**src/rtl/hazard_scoreboard_pkg.sv**
```systemverilog
// Shared types and constants for the ID-stage hazard scoreboard: forwarding
// select encoding, register index width and the pipeline shadow-entry layouts.
package hazard_scoreboard_pkg;

    localparam int REG_W = 5;

    typedef enum logic [1:0] {
        FWD_RF  = 2'b00,
        FWD_MEM = 2'b01,
        FWD_WB  = 2'b10
    } fwd_sel_t;

    // Producer view of an in-flight instruction, tracked for EX, MEM and WB.
    typedef struct packed {
        logic             valid;
        logic             we;
        logic [REG_W-1:0] rd;
        logic             is_load;
    } shadow_t;

    // The EX entry also remembers its own sources so it can pick forwarding.
    typedef struct packed {
        shadow_t          dst;
        logic             re1;
        logic             re2;
        logic [REG_W-1:0] rs1;
        logic [REG_W-1:0] rs2;
    } ex_entry_t;

endpackage

```
**src/rtl/hazard_scoreboard_if.sv**
```systemverilog
// Decoder-side bundle into the scoreboard and the stall/forwarding results out.
interface hazard_scoreboard_if #(
    parameter int CNT_W = 16
);
    import hazard_scoreboard_pkg::*;

    logic             id_valid;
    logic             id_re1;
    logic             id_re2;
    logic [REG_W-1:0] id_rs1;
    logic [REG_W-1:0] id_rs2;
    logic             id_we;
    logic [REG_W-1:0] id_rd;
    logic             id_is_load;
    logic             flush;
    logic             stall;
    logic [1:0]       fwd_a;
    logic [1:0]       fwd_b;
    logic [CNT_W-1:0] stall_cnt;

    modport master (
        output id_valid, id_re1, id_re2, id_rs1, id_rs2,
               id_we, id_rd, id_is_load, flush,
        input  stall, fwd_a, fwd_b, stall_cnt
    );

    modport slave (
        input  id_valid, id_re1, id_re2, id_rs1, id_rs2,
               id_we, id_rd, id_is_load, flush,
        output stall, fwd_a, fwd_b, stall_cnt
    );

endinterface

```
**src/rtl/hazard_scoreboard_match.sv**
```systemverilog
// Combinational RAW detector: does this producer entry write the given source?
// Register x0 is hard-wired to zero and therefore never produces a match.
module hazard_match
    import hazard_scoreboard_pkg::*;
(
    input  shadow_t          i_entry,
    input  logic [REG_W-1:0] i_src,
    input  logic             i_re,
    output logic             o_match
);

    logic w_unused_is_load;

    assign w_unused_is_load = i_entry.is_load;

    assign o_match = i_entry.valid & i_entry.we & i_re
                   & (i_entry.rd != '0) & (i_entry.rd == i_src);

endmodule

```
**src/rtl/hazard_scoreboard.sv**
```systemverilog
// Shadow EX/MEM/WB occupancy tracker producing the load-use stall, the EX
// operand forwarding selects and a saturating count of stalled cycles.
module hazard_scoreboard
    import hazard_scoreboard_pkg::*;
#(
    parameter int CNT_W = 16
) (
    input  logic                clk,
    input  logic                rst_n,
    hazard_scoreboard_if.slave  sb
);

    ex_entry_t        r_ex;
    shadow_t          r_mem;
    shadow_t          r_wb;
    logic [CNT_W-1:0] r_stall_cnt;

    ex_entry_t w_ex_next;
    logic      w_ld_hit1, w_ld_hit2, w_stall;
    logic      w_ex_re1, w_ex_re2;
    logic      w_mem_a, w_wb_a, w_mem_b, w_wb_b;
    fwd_sel_t  w_fwd_a, w_fwd_b;

    // Load-use: the ID instruction needs a value the load in EX has not fetched yet.
    hazard_match u_ld_rs1 (.i_entry(r_ex.dst), .i_src(sb.id_rs1), .i_re(sb.id_re1), .o_match(w_ld_hit1));
    hazard_match u_ld_rs2 (.i_entry(r_ex.dst), .i_src(sb.id_rs2), .i_re(sb.id_re2), .o_match(w_ld_hit2));

    assign w_stall = sb.id_valid & r_ex.dst.is_load & (w_ld_hit1 | w_ld_hit2) & ~sb.flush;

    // Forwarding looks only at registered state, so an invalid EX reads nothing.
    assign w_ex_re1 = r_ex.dst.valid & r_ex.re1;
    assign w_ex_re2 = r_ex.dst.valid & r_ex.re2;

    hazard_match u_mem_a (.i_entry(r_mem), .i_src(r_ex.rs1), .i_re(w_ex_re1), .o_match(w_mem_a));
    hazard_match u_wb_a  (.i_entry(r_wb),  .i_src(r_ex.rs1), .i_re(w_ex_re1), .o_match(w_wb_a));
    hazard_match u_mem_b (.i_entry(r_mem), .i_src(r_ex.rs2), .i_re(w_ex_re2), .o_match(w_mem_b));
    hazard_match u_wb_b  (.i_entry(r_wb),  .i_src(r_ex.rs2), .i_re(w_ex_re2), .o_match(w_wb_b));

    always_comb begin
        // NOTE: every always_comb output gets a default first so no path can infer a latch.
        w_fwd_a = FWD_RF;
        w_fwd_b = FWD_RF;
        if (w_mem_a)     w_fwd_a = FWD_MEM;
        else if (w_wb_a) w_fwd_a = FWD_WB;
        if (w_mem_b)     w_fwd_b = FWD_MEM;
        else if (w_wb_b) w_fwd_b = FWD_WB;
    end

    always_comb begin
        w_ex_next = '0;
        if (!(sb.flush || w_stall)) begin
            w_ex_next.dst.valid   = sb.id_valid;
            w_ex_next.dst.we      = sb.id_we;
            w_ex_next.dst.rd      = sb.id_rd;
            w_ex_next.dst.is_load = sb.id_is_load;
            w_ex_next.re1         = sb.id_re1;
            w_ex_next.re2         = sb.id_re2;
            w_ex_next.rs1         = sb.id_rs1;
            w_ex_next.rs2         = sb.id_rs2;
        end
    end

    always_ff @(posedge clk or negedge rst_n) begin
        if (!rst_n) begin
            r_ex        <= '0;
            r_mem       <= '0;
            r_wb        <= '0;
            r_stall_cnt <= '0;
        end else begin
            // NOTE: non-blocking assignments let WB, MEM and EX shift together on one edge.
            r_wb  <= r_mem;
            r_mem <= r_ex.dst;
            r_ex  <= w_ex_next;
            if (w_stall && (r_stall_cnt != '1))
                r_stall_cnt <= r_stall_cnt + {{(CNT_W-1){1'b0}}, 1'b1};
        end
    end

    assign sb.stall     = w_stall;
    assign sb.fwd_a     = w_fwd_a;
    assign sb.fwd_b     = w_fwd_b;
    assign sb.stall_cnt = r_stall_cnt;

endmodule

```
**src/flat_wrapper.sv**
```systemverilog
// flat-port wrapper written by rule: the top's interface ports become plain ports
module hazard_scoreboard_flat import hazard_scoreboard_pkg::*;
#(
    parameter int CNT_W = 16
)
  (clk, rst_n, sb_id_valid, sb_id_re1, sb_id_re2, sb_id_rs1, sb_id_rs2, sb_id_we, sb_id_rd, sb_id_is_load, sb_flush, sb_stall, sb_fwd_a, sb_fwd_b, sb_stall_cnt);
  hazard_scoreboard_if #(.CNT_W(CNT_W)) sb_i ();
  input  logic clk;
  input  logic rst_n;
  input wire logic [$bits(sb_i.id_valid)-1:0] sb_id_valid;
  input wire logic [$bits(sb_i.id_re1)-1:0] sb_id_re1;
  input wire logic [$bits(sb_i.id_re2)-1:0] sb_id_re2;
  input wire logic [$bits(sb_i.id_rs1)-1:0] sb_id_rs1;
  input wire logic [$bits(sb_i.id_rs2)-1:0] sb_id_rs2;
  input wire logic [$bits(sb_i.id_we)-1:0] sb_id_we;
  input wire logic [$bits(sb_i.id_rd)-1:0] sb_id_rd;
  input wire logic [$bits(sb_i.id_is_load)-1:0] sb_id_is_load;
  input wire logic [$bits(sb_i.flush)-1:0] sb_flush;
  output wire logic [$bits(sb_i.stall)-1:0] sb_stall;
  output wire logic [$bits(sb_i.fwd_a)-1:0] sb_fwd_a;
  output wire logic [$bits(sb_i.fwd_b)-1:0] sb_fwd_b;
  output wire logic [$bits(sb_i.stall_cnt)-1:0] sb_stall_cnt;
  assign sb_i.id_valid = sb_id_valid;
  assign sb_i.id_re1 = sb_id_re1;
  assign sb_i.id_re2 = sb_id_re2;
  assign sb_i.id_rs1 = sb_id_rs1;
  assign sb_i.id_rs2 = sb_id_rs2;
  assign sb_i.id_we = sb_id_we;
  assign sb_i.id_rd = sb_id_rd;
  assign sb_i.id_is_load = sb_id_is_load;
  assign sb_i.flush = sb_flush;
  assign sb_stall = sb_i.stall;
  assign sb_fwd_a = sb_i.fwd_a;
  assign sb_fwd_b = sb_i.fwd_b;
  assign sb_stall_cnt = sb_i.stall_cnt;
  hazard_scoreboard #(.CNT_W(CNT_W)) u_core (.clk(clk), .rst_n(rst_n), .sb(sb_i));
endmodule
```
**config.mk**
```make
export PLATFORM = sky130hd
export DESIGN_NAME = hazard_scoreboard_flat
export DESIGN_NICKNAME = d
export VERILOG_FILES = /design/src/rtl/hazard_scoreboard_pkg.sv /design/src/rtl/hazard_scoreboard_if.sv /design/src/rtl/hazard_scoreboard_match.sv /design/src/rtl/hazard_scoreboard.sv /design/src/flat_wrapper.sv
export SDC_FILE = /design/constraint.sdc
export NUM_CORES = 1
export LEC_CHECK = 0
export ABC_AREA = 1
export ABC_CLOCK_PERIOD_IN_PS = 2250
export CORE_ASPECT_RATIO = 1.1
export CORE_MARGIN = 2
export CORE_UTILIZATION = 45
export DETAILED_ROUTE_END_ITERATION = 8
export PLACE_DENSITY = 0.68
export SYNTH_ARGS = -nofsm -noshare
export SYNTH_HDL_FRONTEND = slang
export SYNTH_HIERARCHICAL = 1
export SYNTH_SLANG_ARGS = --single-unit
```
**constraint.sdc**
```tcl
create_clock -name clk -period 2.25 [get_ports clk]
set_input_delay 0.675 -clock clk [delete_from_list [all_inputs] [get_ports clk]]
set_output_delay 0.675 -clock clk [all_outputs]
set_load 0.05 [all_outputs]
```
==> impl_metrics.xml <==
<?xml version="1.0" encoding="UTF-8"?>
<metrics>
  <group name="worst_setup_path">
    <metric name="critPathArrivalTime" unit="ns">1.69</metric>
    <metric name="cpLargestDelayFamily" unit="">buffers and inverters</metric>
    <metric name="first_element_of_the_critical_path" unit="">sb_id_re2</metric>
    <metric name="end_kind" unit="">output pin</metric>
    <metric name="critical_path_peak_fanout" unit="">2</metric>
    <metric name="startpoint_type" unit="">primary input</metric>
    <metric name="r2r_start" unit="">u_core/r_ex[16]</metric>
    <metric name="worst_path_max_delay_cell" unit="">sky130_fd_sc_hd__clkdlybuf4s15_1</metric>
    <metric name="cpPeakStageDelay" unit="ns">0.19</metric>
    <metric name="worstSetupPathDepth" unit="">8</metric>
    <metric name="reg2reg_depth" unit="">12</metric>
    <metric name="worstPathCellList" unit="">clkdlybuf4s15_1 -&gt; nand3_1 -&gt; a21oi_2 -&gt; nand2_1 -&gt; nor2_2 -&gt; o211ai_4 -&gt; clkinvlp_4 -&gt; buf_12</metric>
    <metric name="timing.critical_path.required" unit="ns">1.57</metric>
    <metric name="timing_worst_setup_path_type" unit="">primary input to output pin</metric>
    <metric name="worstPathBufferInverterCount" unit="">3</metric>
  </group>
  <group name="flow_run">
    <metric name="drv_cap" unit="">0</metric>
  </group>
  <group name="floorplan">
    <metric name="io_pins" unit="">44</metric>
    <metric name="fp.coreArea" unit="um2">6231</metric>
    <metric name="dieArea" unit="um2">7197</metric>
    <metric name="die_y" unit="um">88.78</metric>
    <metric name="fp.dieW" unit="um">81.07</metric>
    <metric name="initial_utilization" unit="">0.4719</metric>
    <metric name="num_rows" unit="">30</metric>
  </group>
  <group name="place">
    <metric name="detailed_place.area" unit="um2">3533</metric>
    <metric name="portBuffers" unit="">43</metric>
    <metric name="gpl_wtd_cong" unit="">0.8457</metric>
    <metric name="place_worst_setup_slack" unit="ns">-0.5173</metric>
    <metric name="dpl.hpwl" unit="um">4664</metric>
  </group>
  <group name="run_status">
    <metric name="status" unit="">complete, but fails checks</metric>
    <metric name="violations" unit="">setup timing</metric>
  </group>
  <group name="drt">
    <metric name="wl" unit="um">6049</metric>
    <metric name="ant_nets" unit="">0</metric>
    <metric name="drt-pass1-iter-count" unit="">4</metric>
    <metric name="drtIter0Drc" unit="">103</metric>
    <metric name="drc_errors" unit="">0</metric>
    <metric name="post_drt_wl_per_cell" unit="um">10.48</metric>
    <metric name="via_per_inst" unit="">4.648</metric>
    <metric name="detailroute.via_count" unit="">2682</metric>
  </group>
  <group name="global_routing">
    <metric name="grt_max_degree" unit="">51</metric>
    <metric name="globalRouteTotalUtil" unit="">0.1839</metric>
    <metric name="first_pass_grt_wire_length" unit="um">10370</metric>
    <metric name="vias_in_the_first_global_route" unit="">2425</metric>
    <metric name="grt_remaining_overflow" unit="">0</metric>
    <metric name="antenna_found_initial" unit="">0</metric>
  </group>
  <group name="timing">
    <metric name="min_period_over_period" unit="">1.052</metric>
    <metric name="setup_viol_count_final" unit="">1</metric>
    <metric name="grt_setup_unrepaired" unit="">true</metric>
    <metric name="timing.final.ws_setup" unit="ns">-0.1163</metric>
    <metric name="report.final.hold_viol_count" unit="">0</metric>
    <metric name="drv_slew" unit="">0</metric>
    <metric name="worst-slew-pin-transition" unit="ns">0.4883</metric>
    <metric name="final.setup.tns" unit="ns">-0.1163</metric>
    <metric name="worst_clock_skew" unit="ns">0.008079</metric>
    <metric name="post-route-min-period" unit="ns">2.366</metric>
    <metric name="max_freq" unit="MHz">422.6</metric>
    <metric name="max_slew_margin" unit="">0.6757</metric>
  </group>
  <group name="synthesis">
    <metric name="synth.cell_area" unit="um2">2940</metric>
    <metric name="synth_warnings" unit="">6</metric>
    <metric name="avgSynthCellArea" unit="um2">6.683</metric>
    <metric name="syn-num-nets" unit="">464</metric>
    <metric name="post_syn_instances" unit="">440</metric>
  </group>
  <group name="clock_network">
    <metric name="cts.reportedPaths.clkPinSlew" unit="ns">0.08</metric>
    <metric name="clock_tree.htree_level_count" unit="">2</metric>
    <metric name="ctsLongestPathBuffers" unit="">2</metric>
    <metric name="clk_root_buffer_cell" unit="">sky130_fd_sc_hd__clkbuf_8</metric>
    <metric name="tritoncts" unit="">built</metric>
    <metric name="clkLatencyLatePin" unit="ns">0.30</metric>
    <metric name="cts-hold-fix-buffers" unit="">0</metric>
    <metric name="tritoncts.num_buffers" unit="">5</metric>
    <metric name="cts_num_sinks" unit="">50</metric>
  </group>
  <group name="pwr">
    <metric name="leakagePower" unit="nW">1.955</metric>
    <metric name="power_density" unit="nW/um2">462.9</metric>
    <metric name="power.total" unit="W">0.001704</metric>
    <metric name="irDropWorstVdd" unit="uV">350.9</metric>
  </group>
  <group name="final_layout">
    <metric name="layout_cell_share_with_drive_strength_beyond_1" unit="">0.1972</metric>
    <metric name="fillerInstances" unit="">622</metric>
    <metric name="num-nets-final" unit="">520</metric>
    <metric name="antenna_cells" unit="">0</metric>
    <metric name="design_area" unit="um2">3681</metric>
    <metric name="area_grow_syn2layout" unit="%">25.19</metric>
  </group>
  <group name="hold_path">
    <metric name="hold_path_class" unit="">primary input to asynchronous set/reset pin</metric>
  </group>
</metrics>
[registers in the layout, summed over array words and instances (netlist names)]
signal               cells
u_core/r_ex             20
u_core/sb.stall_cnt     16
u_core/r_mem             7
u_core/r_wb              7
[power by group]
part | switching, W | leakage [nW] | internal [W]
registers | 0.0000382 | 0.627 | 0.000931
logic | 0.000118 | 1.28 | 0.0000857
clock network | 0.000284 | 0.0472 | 0.000247
total | 0.000440 | 1.95 | 0.00126
[layer usage]
metal  wire [um]  track usage  vias up
met2        2863       0.3020       50
met1        2896       0.2542     1227
li1            -            -     1399
met3         216      0.02449        6
met4          72      0.05547        0
met5           0            0        -
[metrics by stage]
stage               cells    util  hold WS (ns)
finish                577  0.5908        0.3475
global route          577  0.5908        0.3781
CTS                   576  0.5831        0.3565
detailed placement    567  0.5671        0.3895
global placement      567  0.5671        0.3878
floorplan             440       -        0.3731
[cell type report]
cell class,count,area [um2],share of cell area
flip-flops and latches,50,1255,0.3409
inverters,101,382.9,0.1040
repair buffers,55,501.7,0.1363
multi-input cells,283,1346,0.3657
clock inverters,2,12.51,0.003399
clock buffers,6,82.58,0.02243
well taps,80,100.1,0.02719
[repair_timing]
action / CTS / global route
gates resized for setup: 64 / 12
setup buffers: 1 / 1
endpoints found under the setup margin: 5 / 5
pin swaps: 22 / 8
[worst reg2reg max path: cells and delay by family, from the launching register on]
family / cells / cell delay, ns
AO/OA/AOI/OAI: 2 / 0.31
flip-flops: 1 / 0.43
AND/OR/NAND/NOR: 7 / 0.57
buffers and inverters: 3 / 0.40
[final timing paths]
check                                    endpoint  slack, ns
max in group asynchronous         u_core/r_ex[14]       1.67
hold reg to reg                   u_core/r_mem[6]       0.41
hold / removal                    u_core/r_ex[15]       0.35
setup / recovery                         sb_stall      -0.12
min in group clk                  u_core/r_mem[6]       0.41
setup reg to reg           u_core/sb.stall_cnt[2]       0.49
[placed cells by master, fill, tap and decap left out, types with 4 or more instances in the layout]
cell / n
sky130_fd_sc_hd__a21oi_2: 6
sky130_fd_sc_hd__nand4_1: 12
sky130_fd_sc_hd__nand2_1: 158
sky130_fd_sc_hd__nand2_2: 7
sky130_fd_sc_hd__o21ai_1: 4
sky130_fd_sc_hd__nor2_1: 53
sky130_fd_sc_hd__buf_2: 11
sky130_fd_sc_hd__nor2_2: 4
sky130_fd_sc_hd__o21ai_2: 5
sky130_fd_sc_hd__clkdlybuf4s50_1: 9
sky130_fd_sc_hd__buf_4: 25
sky130_fd_sc_hd__inv_1: 94
sky130_fd_sc_hd__nand3_1: 11
sky130_fd_sc_hd__nor2_4: 8
sky130_fd_sc_hd__nand3_2: 5
sky130_fd_sc_hd__buf_12: 7
sky130_fd_sc_hd__clkbuf_8: 6
sky130_fd_sc_hd__dfrtp_1: 47
sky130_fd_sc_hd__inv_2: 6
(Power assumes the default switching activity.)
==> patch: new RTL, same flow settings <==
`CNT_W` is set to 16 in 3 places; all go to 20.
--- a/src/rtl/hazard_scoreboard_if.sv
+++ b/src/rtl/hazard_scoreboard_if.sv
@@ -1,6 +1,6 @@
 // Decoder-side bundle into the scoreboard and the stall/forwarding results out.
 interface hazard_scoreboard_if #(
-    parameter int CNT_W = 16
+    parameter int CNT_W = 20
 );
     import hazard_scoreboard_pkg::*;
 
--- a/src/rtl/hazard_scoreboard.sv
+++ b/src/rtl/hazard_scoreboard.sv
@@ -3,7 +3,7 @@
 module hazard_scoreboard
     import hazard_scoreboard_pkg::*;
 #(
-    parameter int CNT_W = 16
+    parameter int CNT_W = 20
 ) (
     input  logic                clk,
     input  logic                rst_n,
--- a/src/flat_wrapper.sv
+++ b/src/flat_wrapper.sv
@@ -1,7 +1,7 @@
 // flat-port wrapper written by rule: the top's interface ports become plain ports
 module hazard_scoreboard_flat import hazard_scoreboard_pkg::*;
 #(
-    parameter int CNT_W = 16
+    parameter int CNT_W = 20
 )
   (clk, rst_n, sb_id_valid, sb_id_re1, sb_id_re2, sb_id_rs1, sb_id_rs2, sb_id_we, sb_id_rd, sb_id_is_load, sb_flush, sb_stall, sb_fwd_a, sb_fwd_b, sb_stall_cnt);
   hazard_scoreboard_if #(.CNT_W(CNT_W)) sb_i ();
Interface: changed (resized sb_stall_cnt); port bits go from 44 to 48. No check against the original RTL was run, so the function may have changed too.
==> patch against the unedited design <==
  * The run still ends with negative setup slack left
  * Largest power group unchanged
  * Sequential share of layout area barely moved
  * Hold slack lost 0.11 ns
  * Synthesized area rose by 8.6%
  * Final cell count grew 7.1%
  * Non-clock buffer count did not move
  * Final area grew 8.1%
  * Power increased by 10%
  * Highest routed layer unchanged
  * Setup slack lost 0.048 ns
  * Routed wire length rose by 17%
  * Sequential cell count up 4
==> patch: results (changes against the unedited design) <==
* Detailed Place HPWL at 5276 um (+13%)
* Non-filler instance count after layout at 618 (+7.1%)
* Setup skew after layout at 0.007822 ns (-0.0002569 ns)
* Routed WL per cell at 11.42 um (+9.0%)
* Number of DRC markers after the initial detailed-route iteration at 127 (+23%)
* Post-layout net count at 556 (+6.9%)
* WP data arrival at 1.74 ns (+0.05 ns)
* Final setup vio count at 1 (unchanged)
* Total nets after synthesis at 500 (+7.8%)
* Global-route usage over all layers at 18.66% (+0.27 points)
* Setup TNS at -0.1643 ns (-0.04798 ns)
* Count of vias placed by the detailed router at 2921 (+8.9%)
* First-pass iteration count of the detailed router at 4 (unchanged)
* Cell with the largest stage delay on the worst path: sky130_fd_sc_hd__clkdlybuf4s15_2
* Tightest slew margin relative to the limit at 66.77% (-0.80 points)
* Violations in the final reports: negative setup slack
* Switching fraction of total power at 24.87% (-0.97 points)
* Worst-path maximum fanout at 3 (+1)
* Number of global-route vias before repair at 2761 (+14%)
* Static Leakage at 0.002112 uW (+8.0%)
* Largest voltage drop on the vdd net at 0.2730 mV (-22%)
* Worst Setup Slack, final at -0.1643 ns (-0.04798 ns)
* Synthesized area divided by synthesized cell count at 6.705 um2 (+0.34%)
* Global-route wire length before repair at 11850 um (+14%)
* Final weighted congestion of routability-driven global placement at 0.8474 (+0.20%)
* Run status: finished, violations left
* IO Port Bufs at 47 (+9.3%)
* Pin count of the biggest net entering global routing at 45 (-12%)
-- patch: area by class of cell --
| class | count | area, um2 |
|---|---|---|
| inverter | 102 | 382.9 |
| sequential | 54 | 1355 |
| clock inverter | 3 | 40.04 |
| timing repair buffer | 55 | 529.3 |
| tap | 85 | 106.4 |
| fill | 640 | 2949 |
| clock buffer | 5 | 68.82 |
| multi-input combinational | 314 | 1495 |
-- patch: timing repair --
action | in CTS | in global routing
endpoints found under the setup margin | 44 | 6
pin swaps | 22 | 16
gates resized for setup | 58 | 19
buffers inserted | 0 | 1
-- patch: worst paths after layout --
| check | endpoint | start | slack [ns] |
|---|---|---|---|
| hold reg to reg | u_core/r_wb[6]$_DFF_PN0_ | u_core/r_mem[6]$_DFF_PN0_ | 0.41 |
| setup reg to reg | u_core/sb.stall_cnt[3]$_DFFE_PN0P_ | u_core/r_ex[13]$_DFF_PN0_ | 0.29 |
| min in group clk | u_core/r_wb[6]$_DFF_PN0_ | u_core/r_mem[6]$_DFF_PN0_ | 0.41 |
| max in group asynchronous | u_core/r_ex[13]$_DFF_PN0_ | rst_n | 1.48 |
| setup / recovery | sb_stall | sb_id_rs1[4] | -0.16 |
| hold / removal | u_core/r_mem[4]$_DFF_PN0_ | rst_n | 0.24 |
-- patch: power groups by stage --
| stage | Clock, uW | Sequential [uW] | Combinational [uW] |
|---|---|---|---|
| finish | 636 | 1040 | 204 |
| global route | 696 | 1050 | 233 |
| CTS | 660 | 1040 | 200 |
| detailed placement | 0 | 1060 | 197 |
| global placement | 0 | 1060 | 192 |
| floorplan | 0 | 1050 | 101 |
-- patch: per-layer routing --
metal / vias to the layer above / global-route usage [%] / part of all wire [%]
met5: - / 0 / 0
met4: 0 / 4.301 / 0.99
met3: 6 / 3.030 / 4.1
met2: 48 / 33.00 / 48
met1: 1360 / 24.00 / 47
li1: 1507 / - / -
-- patch: metrics by stage --
step | area (um2) | total power, uW | util, % | setup slack (ns)
4_1_cts | 3948 | 1900 | 56.99 | -0.2125
6_report | 3978 | 1880 | 57.42 | -0.1643
3_5_place_dp | 3795 | 1254 | 54.79 | -0.6083
5_1_grt | 3978 | 1975 | 57.42 | -0.2076
3_3_place_gp | 3795 | 1248 | 54.79 | -0.6053
2_1_floorplan | 3192 | 1149 | - | 0.008250
-- patch: worst max-delay path: cells and delay by family --
kind | cells | cell delay [ns]
and+or+nand+nor | 5 | 0.52
buffers and inverters | 3 | 0.41
AOI/OAI and AO/OA | 1 | 0.14
